==> src/rtl/boolean_if.sv <==
// Operand/result bundle for the boolean function unit.
// master drives the operands and observes the result; slave is the unit itself.
interface boolean_if;
    logic a;
    logic b;
    logic c;
    logic e;

    modport master (output a, output b, output c, input e);
    modport slave  (input a, input b, input c, output e);
endinterface

==> src/rtl/boolean.sv <==
// Clocked three-input Boolean function unit: e = TRUTH_TABLE[{a,b,c}].
// Operands are synchronized, evaluated, and the result is registered.
module boolean #(
    parameter logic [7:0] TRUTH_TABLE = 8'hCA,
    parameter int          SYNC_STAGES = 2
) (
    input  logic      clk,
    input  logic      rst,
    boolean_if.slave  bus
);

    logic [2:0] raw;
    logic [2:0] sync_out;
    logic       e_q;

    assign raw = {bus.a, bus.b, bus.c};

    generate
        if (SYNC_STAGES < 0 || SYNC_STAGES > 3) begin : g_bad_stages
            $error("boolean: SYNC_STAGES must be in 0..3");
        end else if (SYNC_STAGES == 0) begin : g_no_sync
            assign sync_out = raw;
        end else begin : g_sync
            // one independent chain per bit; bits share only the clock
            logic [2:0] chain [SYNC_STAGES];

            always_ff @(posedge clk) begin
                if (rst) begin
                    for (int i = 0; i < SYNC_STAGES; i++) begin
                        chain[i] <= '0;
                    end
                end else begin
                    chain[0] <= raw;
                    for (int i = 1; i < SYNC_STAGES; i++) begin
                        chain[i] <= chain[i-1];
                    end
                end
            end

            assign sync_out = chain[SYNC_STAGES-1];
        end
    endgenerate

    always_ff @(posedge clk) begin
        if (rst) begin
            e_q <= 1'b0;
        end else begin
            e_q <= TRUTH_TABLE[sync_out];
        end
    end

    assign bus.e = e_q;

endmodule

==> src/flat_wrapper.sv <==
// flat-port wrapper written by rule: the top's interface ports become plain ports
module boolean_flat 
#(
    parameter logic [7:0] TRUTH_TABLE = 8'hCA,
    parameter int          SYNC_STAGES = 2
)
  (clk, rst, bus_a, bus_b, bus_c, bus_e);
  boolean_if bus_i ();
  input  logic clk;
  input  logic rst;
  input wire logic [$bits(bus_i.a)-1:0] bus_a;
  input wire logic [$bits(bus_i.b)-1:0] bus_b;
  input wire logic [$bits(bus_i.c)-1:0] bus_c;
  output wire logic [$bits(bus_i.e)-1:0] bus_e;
  assign bus_i.a = bus_a;
  assign bus_i.b = bus_b;
  assign bus_i.c = bus_c;
  assign bus_e = bus_i.e;
  boolean #(.TRUTH_TABLE(TRUTH_TABLE), .SYNC_STAGES(SYNC_STAGES)) u_core (.clk(clk), .rst(rst), .bus(bus_i));
endmodule
==> config.mk <==
export PLATFORM = sky130hd
export DESIGN_NAME = boolean_flat
export DESIGN_NICKNAME = d
export VERILOG_FILES = /design/src/rtl/boolean_if.sv /design/src/rtl/boolean.sv /design/src/flat_wrapper.sv
export SDC_FILE = /design/constraint.sdc
export NUM_CORES = 1
export LEC_CHECK = 0
export BUFFER_PORTS_ARGS = -buffer_cell sky130_fd_sc_hd__buf_2
export CORE_AREA = 2 2 39 41
export DETAILED_ROUTE_END_ITERATION = 16
export DIE_AREA = 0 0 41 43
export HOLD_SLACK_MARGIN = 0.03
export SYNTH_ARGS = -nofsm -noshare
export SYNTH_HDL_FRONTEND = slang
export SYNTH_SLANG_ARGS = --single-unit
==> constraint.sdc <==
create_clock -name clk -period 1.7 [get_ports clk]
set_clock_uncertainty 0.15 [all_clocks]
set_input_delay 0.085 -clock clk [delete_from_list [all_inputs] [get_ports clk]]
set_output_delay 0.085 -clock clk [all_outputs]
set_load 0.1 [all_outputs]
# ---- Word-level counts from Yosys, hierarchy flattened
# Memory sizes are Yosys's and may differ from the RTL's. A register that Yosys moved wholly into a read port is not among the register bits.
# Cells that the tools add are included.
dict set report totals {
  elab_cells 9
  output_inout_bits 1
  register_bits 0
  rom_bits 8
  inputBits 5
  ram_bits 6
  mem_count 2
}
# name words word_bits rd rd_ports_with_merged_regs wr line_no
set memory_table {}
lappend memory_table {{(no name shown)} 8 1 1 1 0 boolean.sv:48} ;# e_q <= TRUTH_TABLE[sync_out];
lappend memory_table {u_core.g_sync.chain 2 3 2 0 2 boolean.sv:25} ;# logic [2:0] chain [SYNC_STAGES];
dict set report classes {
  muxes 5
  n_bitwise 2
}
# operator count
set op_table {}
lappend op_table {{$mux 3} 2}
lappend op_table {{$mux 1} 3}
lappend op_table {{$or 1x1->1} 2}

# ---- Longest topological paths before layout
dict set report logic_depth {
  depth_word 3
  depth_mapped 2
  mapped_depth_nobuf 2
}

# ---- Worst setup path before layout
# No wires, ideal clock.
dict set report synth_timing {
  path_type {reg2out}
  start {reg u_core.e_q (netlist: u_core.bus.e)}
  end {out bus_e}
  path_slack_ns 0.556
  arrival_ns 0.909
  required_ns 1.465
  n_path_buf 0
  stages_incl_launch_ff 1
  path_cell_list {dfxtp_1}
}
# element line_no
set synth_lines {}
lappend synth_lines {{start: declaration} boolean.sv:14} ;# logic e_q;
lappend synth_lines {{end: declaration} flat_wrapper.sv:14} ;# output wire logic [$bits(bus_i.e)-1:0] bus_e;
# No word-level cell between the ends.

==> flow_metrics.py <==
metrics = {
    "route": {
        "drtIter0Drc": 3,
        "drt-total-wl_microns": 332,
        "wl_per_cell_microns": 7.06,
        "antenna_left": 0,
        "drt-pass1-iter-count": 2,
        "vias": 151,
        "vias_per_cell": 3.21,
        "drc": 0,
    },
    "clock_tree": {
        "clk_latency_ns": 0.25,
        "ctsHtreeMaxLevel": 1,
        "clock_sinks": 7,
        "post_cts_resized": 0,
        "numCtsBuffers": 3,
        "ctsHoldBuffers": 7,
        "cts_tree": "done",
        "cts_buffer_depth": 2,
        "clk_pin_slew_ns": 0.05,
        "cts_root_buf": "clkbuf_4",
        "postCtsSetupBuffers": 0,
    },
    "global_routing": {
        "grt_pass1_vias": 156,
        "antenna_found_initial": 0,
        "grt_pass1_wl_microns": 552,
        "grt_overflow": 0,
        "grt_max_degree": 8,
        "track_usage": 0.0604,
    },
    "die": {
        "die_area_sq_mm": 0.00176,
        "io_pins": 6,
        "die_w_microns": 41,
        "start_util": 0.138,
        "num_rows": 14,
        "core_area_sq_mm": 0.00138,
        "die_y_microns": 43,
    },
    "final_layout": {
        "n_antenna_cell": 0,
        "layout-drive-gt1-share": 0.258,
        "stdcell_count": 47,
        "final_nets": 37,
        "fill_cells": 147,
        "final_area_sq_um": 333,
        "syn2layout_area_growth_pct": 73.9,
    },
    "worst_setup_path": {
        "r2r_setup_slack_ns": 0.90,
        "crit_type": "input port to flip-flop",
        "reg2reg_to": "u_core.bus.e$_SDFF_PP0_",
        "cp.depth": 4,
        "cp.arrival_ns": 1.39,
        "path_cells": "dlygate4sd3_1 > buf_2 > nor2b_1 > dlygate4sd3_1",
        "r2r_cells": 2,
        "start_kind": "input port",
        "crit_end": "u_core.g_sync.chain[0][1]$_SDFF_PP0_",
        "critPathMaxStageDelay_ns": 0.55,
        "cp-end-kind": "flip-flop",
        "critPathMostFrequentCell": "dlygate4sd3_1",
        "r2r-start": "u_core.g_sync.chain[0][5]$_SDFF_PP0_",
        "cp_num_buf_inv": 3,
        "cp_max_fo": 1,
        "critPathLaunch": "bus_b",
        "cp_top_family": "buffers and inverters",
        "worstPathRequired_ns": 1.68,
        "slowest_stage": "dlygate4sd3_1",
    },
    "yosys": {
        "muxShareOfSynthArea": 0.0523,
        "synth_area_per_cell_sq_um": 12.8,
        "yosys.cell_types.count": 4,
        "syn_inst": 15,
        "syn-cell-area_sq_um": 191,
        "synth_fa_ha_area_frac": 0,
        "synthSimpleGateAreaFrac": 0.216,
        "syn_nets": 20,
        "synth_xor_area_frac": 0,
        "synth_compound_gate_area_share": 0,
        "ys.warnings.count": 0,
        "synth_top_family_by_area": "simple AND/OR/NAND/NOR gates",
        "synth_seq_cells": 7,
        "ys_seq_area_frac": 0.732,
    },
    "power": {
        "fin_total_pwr_w": 0.000353,
        "powerDensity_mw_per_mm2": 1060,
        "p_int_w": 0.000279,
        "seq_power_share": 0.491,
        "ir_drop_v": 0.000411,
        "p_leak_nw": 0.145,
        "p_sw_w": 0.0000733,
        "clkPwrFrac": 0.423,
        "switching_share": 0.208,
        "comb_power_share": 0.086,
    },
    "place": {
        "gp_congestion": 0.540,
        "dp_cells": 36,
        "place_area_sq_um": 236,
        "portBuffers": 5,
    },
    "min_path": {
        "worstHoldPathType": "flip-flop to flip-flop",
    },
    "run_status": {
        "status": "finished, final reports clean",
    },
    "timing": {
        "hold_violations": 0,
        "period_minus_slack_ns": 1.41,
        "final-setup-viol-count": 0,
        "max_freq_mhz": 711,
        "relSlewSlack": 0.680,
        "tightestPinTransition_ns": 0.483,
        "whs_ns": 0.282,
        "setup_tns_ns": 0,
        "post-route-period-util": 0.827,
        "slew_violations": 0,
        "rsz0062_at_grt": "no",
    },
    "job": {
        "cap_violations": 0,
    },
}
## flip-flops by register name, summed over array words and instances, names as in the netlist
register and flops:
u_core.bus.e 1, u_core.g_sync.chain 6
## cells in the mapped netlist, drive strengths merged
library cell	instances	area share
dfxtp	7	0.73
nor2b	6	0.20
mux2i	1	0.052
nor2	1	0.020
## layer usage
metal	wire, microns	up-vias	track usage	part of all wire
met5	0	-	0	0
met1	121	63	0.0388	0.36
li1	-	77	-	-
met2	156	9	0.0656	0.47
met4	8	0	0.0600	0.024
met3	46	2	0.0942	0.14
## cell usage in the layout (no fill, tap or decap), drive strengths merged
| cell | synthesis | final |
|---|---|---|
| clkbuf | 0 | 4 |
| mux2i | 1 | 1 |
| dlygate4sd3 | 0 | 7 |
| buf | 0 | 5 |
| dfxtp | 7 | 7 |
| nor2 | 1 | 1 |
| nor2b | 6 | 6 |
## worst register-to-register path, stage by stage, from the launching register on
cell and delay (ns):
dfxtp_1 0.32, mux2i_1 0.18, nor2_1 0.05
## how the worst min path moves through the flow
stage,to,cells past startpoint,slack [ns],start
floorplan,u_core.g_sync.chain[0][0]$_SDFF_PP0_,1,0.007,rst
global placement,u_core.g_sync.chain[0][1]$_SDFF_PP0_,2,0.15,bus_b
detailed placement,u_core.g_sync.chain[0][1]$_SDFF_PP0_,2,0.15,bus_b
CTS,u_core.g_sync.chain[0][5]$_SDFF_PP0_,1,0.28,u_core.g_sync.chain[0][2]$_SDFF_PP0_
global route,u_core.g_sync.chain[0][3]$_SDFF_PP0_,1,0.32,u_core.g_sync.chain[0][0]$_SDFF_PP0_
finish,u_core.g_sync.chain[0][5]$_SDFF_PP0_,1,0.28,u_core.g_sync.chain[0][2]$_SDFF_PP0_
## cell type report
type	count	area, sq um	area share
multi-input combinational	8	51.3	0.154
tap	16	20.0	0.0602
timing repair buffer	12	95.1	0.286
clock buffer	4	26.3	0.0789
sequential	7	140	0.421
## power groups by stage
stage	logic (W)	registers, W	clock network (W)
after floorplan	0.00000544	0.000182	0
after global placement	0.0000176	0.000176	0
after detailed placement	0.0000180	0.000177	0
after CTS	0.0000299	0.000173	0.000154
after global routing	0.0000320	0.000174	0.000177
final	0.0000302	0.000173	0.000149
## per-stage QoR
step / utilization / worst slack, ns
2_1_floorplan: - / 0.556
3_3_place_gp: 0.171 / 0.774
3_5_place_dp: 0.171 / 0.770
4_1_cts: 0.241 / 0.314
5_1_grt: 0.241 / 0.299
6_report: 0.241 / 0.294
## cells by family (layout without fill, tap and decap cells)
kind of cell  Yosys count  after routing
flops                   7              7
buf+inv                 0             16
mux                     1              1
simple gates            7              7
No activity file was read; power rests on OpenSTA's default activity.
